<file path="src/rtl/game_pkg.sv">
// Shared constants for the game input path: button channel indices and debounce timing.
package game_pkg;

  localparam int unsigned BTN_LEFT  = 0;
  localparam int unsigned BTN_RIGHT = 1;
  localparam int unsigned BTN_FIRE  = 2;
  localparam int unsigned BTN_START = 3;

  // 5 ms at 100 MHz
  localparam int unsigned DEBOUNCE_CYCLES = 500000;

  typedef enum logic {
    StStable,
    StPending
  } chan_st_e;

endpackage

</file>
<file path="src/rtl/debounce_channel.sv">
// One button channel: two-flop synchroniser, stability counter and registered edge strobes.
module debounce_channel
  import game_pkg::*;
#(
  parameter int unsigned STABLE_CYCLES = 4,
  parameter int unsigned CNT_W         = $clog2(STABLE_CYCLES)
) (
  input  logic rst,
  input  logic clk,
  input  logic raw,
  output logic press,
  output logic rise,
  output logic fall
);

  localparam logic [CNT_W-1:0] CntMax = CNT_W'(STABLE_CYCLES - 1);

  logic             sync1_q, sync2_q;
  logic [CNT_W-1:0] cnt_q, cnt_d;
  logic             press_q, press_d;
  logic             rise_q, rise_d;
  logic             fall_q, fall_d;
  chan_st_e         st;

  // State is the accepted level plus the counter; mismatch means a candidate level is pending.
  assign st = (sync2_q != press_q) ? StPending : StStable;

  always_comb begin
    cnt_d   = '0;
    press_d = press_q;
    rise_d  = 1'b0;
    fall_d  = 1'b0;
    unique case (st)
      StStable: cnt_d = '0;
      StPending: begin
        if (cnt_q == CntMax) begin
          press_d = sync2_q;
          rise_d  = sync2_q;
          fall_d  = ~sync2_q;
        end else begin
          cnt_d = cnt_q + CNT_W'(1);
        end
      end
      default: cnt_d = '0;
    endcase
  end

  always_ff @(posedge clk or posedge rst) begin
    if (rst) begin
      sync1_q <= 1'b0;
      sync2_q <= 1'b0;
      cnt_q   <= '0;
      press_q <= 1'b0;
      rise_q  <= 1'b0;
      fall_q  <= 1'b0;
    end else begin
      sync1_q <= raw;
      sync2_q <= sync1_q;
      cnt_q   <= cnt_d;
      press_q <= press_d;
      rise_q  <= rise_d;
      fall_q  <= fall_d;
    end
  end

  assign press = press_q;
  assign rise  = rise_q;
  assign fall  = fall_q;

endmodule

</file>
<file path="src/rtl/btn_debounce.sv">
// Multi-channel push-button conditioner: one independent debounce_channel per button pin.
module btn_debounce
  import game_pkg::*;
#(
  parameter int unsigned N_BTN         = 4,
  parameter int unsigned STABLE_CYCLES = DEBOUNCE_CYCLES
) (
  input  logic             rst,
  input  logic             clk,
  input  logic [N_BTN-1:0] btn_raw,
  output logic [N_BTN-1:0] press,
  output logic [N_BTN-1:0] rise,
  output logic [N_BTN-1:0] fall
);

  localparam int unsigned CNT_W = $clog2(STABLE_CYCLES);

  if (STABLE_CYCLES < 2) begin : g_bad_cfg
    $error("btn_debounce: STABLE_CYCLES must be at least 2");
  end

  for (genvar i = 0; i < N_BTN; i++) begin : g_chan
    debounce_channel #(
      .STABLE_CYCLES(STABLE_CYCLES),
      .CNT_W        (CNT_W)
    ) u_chan (
      .rst  (rst),
      .clk  (clk),
      .raw  (btn_raw[i]),
      .press(press[i]),
      .rise (rise[i]),
      .fall (fall[i])
    );
  end

endmodule
</file>
<file path="config.mk">
export PLATFORM = sky130hd
export DESIGN_NAME = btn_debounce
export DESIGN_NICKNAME = d
export VERILOG_FILES = /design/src/rtl/game_pkg.sv /design/src/rtl/debounce_channel.sv /design/src/rtl/btn_debounce.sv
export SDC_FILE = /design/constraint.sdc
export NUM_CORES = 1
export LEC_CHECK = 0
export ABC_AREA = 1
export CORE_ASPECT_RATIO = 0.9
export CORE_MARGIN = 4
export CORE_UTILIZATION = 55
export DETAILED_ROUTE_END_ITERATION = 8
export GPL_TIMING_DRIVEN = 0
export PLACE_DENSITY = 0.74
export SYNTH_ARGS = -nofsm -noshare
export SYNTH_HDL_FRONTEND = slang
export SYNTH_HIERARCHICAL = 1
export SYNTH_SLANG_ARGS = --single-unit
</file>
<file path="constraint.sdc">
create_clock -name clk -period 3.7 [get_ports clk]
set_input_delay 0.74 -clock clk [delete_from_list [all_inputs] [get_ports clk]]
set_output_delay 0.74 -clock clk [all_outputs]
set_load 0.01 [all_outputs]
</file>
Word level (Yosys, flattened, before mapping)
Index checks and enable logic that the tools add are counted.
- bits in registers: 96
- output and inout bits: 12
- $add $sub $neg: 4
- equality and inequality tests: 8
- muxes and demuxes: 28
- bitwise logic cells: 8
- reduce and logical (&&, ||, !) cells: 4
- operators by type and width (operator ; count):
    $pmux 19 s2 ; 4
    $add 19x1->19 const B ; 4
    $eq 19x19->1 const B ; 4
    $mux 19 ; 4
    $mux 1 ; 20
    $not 1->1 ; 8
    $reduce_and 2->1 ; 4
    $ne 1x1->1 ; 4

Depth between registers and ports, before layout
Gate-level depths: netlist (run 1).
- word-level depth: 4
- mapped depth: 8

By module
Netlist (run 1), hierarchy kept.
- modules (own cells, without submodules) (module ; times used ; cells each ; area an instance (sq um) ; sequential area each (sq um)):
    debounce_channel ; 4 ; 155 ; 1288.7 ; 600.6

Worst setup path after synthesis (run 1)
No wires, ideal clock.
- path kind: register to register
- start point: register g_chan[0].u_chan.cnt_q[0]
- end point: register g_chan[0].u_chan.cnt_q[10]
- setup time: 133 ps
- data arrival time: 1138 ps
- required time: 3567 ps
- slack: 2429 ps
- cell stages (with the launch flop): 8
- buffers on the path: 0
- clock period less this slack: 1271 ps
- path through: dfrtp_1 ha_1 nand2_1 nor2_4 nand2_2 nor2_2 xor2_1 nor2_1
- cells in the longest elaborated chain, start to end: 3
- ends and longest elaborated chain (element ; line ; text):
    from (decl) ; debounce_channel.sv:19 ; logic [CNT_W-1:0] cnt_q, cnt_d;
    from (signal assigned) ; debounce_channel.sv:59 ; cnt_q <= cnt_d;
    $add 19x1->19 or $eq 19x19->1 (tied branches) ; debounce_channel.sv:41, debounce_channel.sv:36 ;
    $mux 19 * ; debounce_channel.sv:36 ; if (cnt_q == CntMax) begin
    $pmux 19 s2 * ; debounce_channel.sv:33 ; unique case (st)
    named net g_chan[0].u_chan.cnt_d[10] ; debounce_channel.sv:19 ;
The timed path passes the listed nets; every way through them passes the cells marked *.
A chain may end at the register's enable or synchronous reset.

Worst setup path in the final report (run 1)
- start point: register g_chan[3].u_chan.press_q
- end point: output press[3]
- RTL lines (element ; line ; text):
    from (decl) ; debounce_channel.sv:20 ; logic press_q, press_d;
    from (signal assigned) ; debounce_channel.sv:60 ; press_q <= press_d;
    to (decl) ; btn_debounce.sv:11 ; output logic [N_BTN-1:0] press,
No word-level cell between the ends.

==> metrics, run 1 <==
drt drc 0; dpl hpwl 7190 um; Finished Cell Area 5660 um2; register area share after synthesis 46.6%; VDD IR max 266 uV; CORE AREA 9130 um2; GRT overflow 0; commonest non-fill, non-tap cell in the layout nor2_1; final worst path period need 2090 ps; gpl congestion 0.866; status finished, final reports clean; Warnings, synthesis 6; Post-Route WL 9580 um; final worst setup slack 1610 ps; Synth area leaders dfrtp_1 47%, nor2_1 10%, nand2_1 6.4%; die height 99.8 um; crit path DAT 1350 ps; Hold Path Sink g_chan[3].u_chan/sync2_q; cells after synthesis 620; Crit Reg-Reg Endpoint g_chan[1].u_chan/cnt_q[8]; Hold Path Cell Cnt 0; clock sinks 96; largest net degree at the start of global routing 25; # H-tree levels 3; layout cells sized above 1 19.4%; GR met3 Demand/Resource 5.02%; worst path cell trace clkdlybuf4s50_1; Slew Limit Fails 0; Routed WL per cell 12.4 um; Reg2Reg Setup Slack 2220 ps; Synth Cell Area 5150 um2; CTS Buf Count 9; M2 GR Usage 31.8%; final hold vios 0; maxcap violations 0; initial antenna violation count 0; Critical-path top delay cell clkdlybuf4s50_1; TNS Setup 0 ps; Final nets 658; Seq cells post-synth 96; number of buffers and inverters on the critical path 1; vias in the first global route 3877; Root Driver clkbuf_8; via/cell ratio 5.13; area grow syn2layout 9.76%; dpl ws 1640 ps; Slew @ Worst Pin 896 ps; count of cell types in the netlist 23; area leader, netlist dfrtp_1; clock slew at reported path FFs 90 ps; final setup vio count 0; min-delay src g_chan[3].u_chan/sync1_q; crit-path max cell delay 570 ps; Placement Cell Area 5480 um2; num ports 18; global-route wire length before repair 17100 um; fin cells 775; delay-heaviest family, CP buffers and inverters; Post-CTS Setup Inserts 0; Synth Net Count 630; Worst Path Required 2960 ps; initial core utilization 56.5%; cts repair resizes 0; type of origin of the critical path register; Max Fclk 0.479 GHz; commonest non-fill, non-tap cells in the layout 140 x nor2_1, 96 x dfrtp_1, 88 x nand2_1, 60 x inv_1, 40 x nand3_1; RSZ-0062 raised after global routing no; worst r2r src g_chan[1].u_chan/cnt_q[0]; Pwr Density 314 nW/um2; worst r2r path cells 6; die area 11000 um2; Buffers on Ports 17; Mapped Avg Cell Area 8.31 um2; CTS tree done; via count 3972; Finished Core Util 62.0%; gr usage total 19.5%; Die X 110 um; Top Usage Layer GRT met2; largest fanout on the critical path 4; critical path type register to output pin; clk_skew 5.73 ps; Initial DRT Pass Iterations 5; worst-skew pair later-pin latency 360 ps; area share of the largest cell type after synthesis 46.6%; FP Rows 33; DP Cell Count 759; CTS max path bufs 2; violation count after the first detailed-routing iteration 184; # diodes 0; Critical Path End Type output pin; Hold Path Class register to register; max_slew headroom 40.2%; Routed Antenna Nets 0; crit share post-route 56.4%; Pleak 0.00230 uW; cts hold-fix bufs 0; M1 GR Usage 26.0%
==> power breakdown <==
part           internal [uW]  switching, uW  leakage [uW]
Clock                    255            376     0.0000854
Combinational           18.4           52.8      0.000899
Sequential              1060           9.86       0.00131
==> worst max-delay path by stage <==
stage / start / endpoint / cells after the start
after floorplan: g_chan[0].u_chan/cnt_q[0] / g_chan[0].u_chan/cnt_q[10] / 7
after global placement: rst / g_chan[3].u_chan/cnt_q[14] / 2
after detailed placement: rst / g_chan[3].u_chan/cnt_q[14] / 2
after CTS: g_chan[0].u_chan/press / press[0] / 1
after global routing: g_chan[0].u_chan/press / press[0] / 1
final: g_chan[3].u_chan/press / press[3] / 1
==> metrics by stage <==
step | power, uW | hold slack (ps)
after floorplan | 1140 | 331
after global placement | 1160 | 332
after detailed placement | 1170 | 337
after CTS | 1810 | 359
after global routing | 1880 | 366
final | 1770 | 355
==> routing by layer <==
metal | up-vias | wire (um)
li1 | 1981 | -
met1 | 1911 | 4460
met4 | 0 | 115
met5 | - | 0
met3 | 11 | 386
met2 | 69 | 4620
==> logic make-up after synthesis <==
group | count (synthesis) | synth area share (%)
AND/OR/NAND/NOR | 376 | 36.8
buffers and inverters | 76 | 5.53
adder cells (fa/ha/maj) | 4 | 0.971
XOR/XNOR | 36 | 6.12
AO/OA/AOI/OAI | 32 | 3.98
flip-flops | 96 | 46.6
==> state kept, by name, indices dropped and copies added, names as in the netlist <==
signal and flops:
g_chan.u_chan/fall 4, g_chan.u_chan/sync1_q 4, g_chan.u_chan/press 4, g_chan.u_chan/cnt_q 76, g_chan.u_chan/sync2_q 4, g_chan.u_chan/rise 4
==> Yosys cell counts (all sizes together) <==
library cell	count
xor2	28
ha	4
nand4	4
o21bai	4
nand2	116
nand3	48
o21ai	8
nor3	12
dfrtp	96
nor3b	8
a21oi	16
o22ai	4
xnor2	8
nor2	188
inv	76
==> layout make-up <==
type                       instances  area [um2]
fill                             820        3470
clock inverter                     6        52.6
tap                              122         153
inverter                          76         285
multi-input combinational        448        2470
timing repair buffer              17         170
clock buffer                      10         128
sequential                        96        2400
Power figures use the tool's default switching activity.
==> run 2, diff against run 1 <==
Settings changed: PLACE_DENSITY 0.74 to 0.77.
Clock period 3.7 ns to 1.9 ns, I/O delays scaled along.
==> run 2 against run 1 <==
Effect of this change: routed wire length about the same; setup slack worse by 1500 ps; first-iteration DRC count down 25%; non-clock buffer count stayed put; cell area is 0.11% higher; die area unchanged; total power increased by 99%; flip-flop and latch count did not move; sequential power grew 95%; via count fell by 1.1%; utilization grew 0.068 points; combinational power grew 97%; critical endpoint is now press[0]; highest routed layer unchanged.
==> metrics, run 2 (synthesis results as in run 1) <==
largest fanout on the critical path 4 (unchanged); crit share post-route 92.4%; min-delay src g_chan[0].u_chan/sync1_q; Die X 110 um (unchanged); Layout fillers 776 (-5.4%); Buffers on Ports 17 (unchanged); commonest non-fill, non-tap cells in the layout 140 x nor2_1, 96 x dfrtp_1, 88 x nand2_1, 60 x inv_1, 40 x nand3_1; Pleak 0.00231 uW (+0.32%); via count 3927 (-1.1%); Initial DRT Pass Iterations 5 (unchanged); final hold vios 0 (unchanged); Critical-path top delay cell clkdlybuf4s50_1; max_slew headroom 39.9% (-0.34 points); highest routed layer met4; largest reg by FF count g_chan.u_chan/cnt_q; gpl congestion 0.882 (+1.9%); Critical Path End Type output pin; met3 WL 430 um (+11%); layout cells sized above 1 19.4% (unchanged); # H-tree levels 3 (unchanged); num ports 18 (unchanged); crit path DAT 1380 ps (+30 ps); Worst Path Required 1520 ps (-1440 ps); FP Rows 33 (unchanged); final worst path period need 1760 ps; final setup vio count 0 (unchanged); TNS Setup 0 ps (unchanged); Pwr Density 623 nW/um2 (+99%); Final nets 658 (unchanged); dpl hpwl 7100 um (-1.2%); maxcap violations 0 (unchanged); initial core utilization 56.5% (unchanged); cts repair resizes 0 (unchanged); hold slack 363 ps (+7.41 ps); Routed Antenna Nets 0 (unchanged); RSZ-0062 raised after global routing no; CTS tree done; Hold Path Sink g_chan[0].u_chan/sync2_q; worst-skew pair later-pin latency 380 ps (+20 ps); type of origin of the critical path register; Finished Core Util 62.1% (+0.068 points); Hold Path Cell Cnt 0 (unchanged); worst r2r src g_chan[0].u_chan/press; # diodes 0 (unchanged); max FFs per register 76 (unchanged); Crit Reg-Reg Endpoint g_chan[0].u_chan/cnt_q[3]; worst r2r path cells 6 (unchanged); Hold Path Class register to register; final worst setup slack 144 ps (-1470 ps); Slew @ Worst Pin 901 ps (+5.11 ps); critical path type register to output pin; vias in the first global route 3688 (-4.9%); CTS Buf Count 9 (unchanged); gr usage total 19.4% (-0.10 points); Post-CTS Setup Inserts 0 (unchanged); die height 99.8 um (unchanged); worst path cell trace clkdlybuf4s50_1; clock slew at reported path FFs 100 ps (about the same); die area 11000 um2 (unchanged); violation count after the first detailed-routing iteration 138 (-25%); GRT overflow 0 (unchanged); clk_skew 17.6 ps (+11.9 ps); crit-path max cell delay 580 ps (about the same); DR WL met2 4500 um (-2.7%); Slew Limit Fails 0 (unchanged); dpl ws 229 ps (-1410 ps); Reg2Reg Setup Slack 410 ps (-1810 ps); CTS max path bufs 2 (unchanged); Routed WL per cell 12.4 um (about the same); status finished, final reports clean; clock sinks 96 (unchanged); number of buffers and inverters on the critical path 1 (unchanged); CORE AREA 9130 um2 (unchanged); VDD IR max 444 uV (+67%); Post-Route WL 9590 um (about the same); commonest non-fill, non-tap cell in the layout nor2_1; met1 WL 4560 um (+2.2%); Max Fclk 0.569 GHz; global-route wire length before repair 17000 um (-0.73%); initial antenna violation count 0 (unchanged); via/cell ratio 5.07 (-1.1%); area grow syn2layout 9.88%; Root Driver clkbuf_8; delay-heaviest family, CP buffers and inverters; cts hold-fix bufs 0 (unchanged); largest net degree at the start of global routing 25 (unchanged); drt drc 0 (unchanged)
run 2: metrics by stage:
stage	instance area [um2]	instances	power, uW
after floorplan	5150	620	2230
after global placement	5480	759	2270
after CTS	5660	775	3580
after global routing	5660	775	3690
final	5660	775	3530
after detailed placement	5480	759	2270
run 2: worst max path at each step:
stage | cells past startpoint | to | slack [ps] | from
4_1_cts | 1 | press[0] | 110 | g_chan[0].u_chan/press
3_5_place_dp | 2 | g_chan[3].u_chan/cnt_q[11] | 230 | rst
5_1_grt | 1 | press[0] | 70 | g_chan[0].u_chan/press
3_3_place_gp | 2 | g_chan[2].u_chan/cnt_q[13] | 250 | rst
2_1_floorplan | 7 | g_chan[0].u_chan/cnt_q[10] | 630 | g_chan[0].u_chan/cnt_q[0]
6_report | 1 | press[0] | 140 | g_chan[0].u_chan/press
run 2: area by class of cell:
type                    count  area, um2  area share, %
clock inverters             6       58.8           1.04
well taps                 122        153           2.69
inverters                  76        285           5.04
repair buffers             17        170           3.00
clock buffers              10        128           2.25
multi-input cells         448       2470           43.6
flip-flops and latches     96       2400           42.4
run 2: where the power goes:
group,switching [uW],internal [uW],leakage [uW]
Combinational,104,36.3,0.000899
Sequential,18.7,2070,0.00131
Clock,787,511,0.0000928
run 2: metal layers:
layer	GRT usage [%]	vias to the layer above
met5	0	-
met4	5.08	0
met3	5.40	11
met2	30.3	75
met1	26.7	1865
li1	-	1976
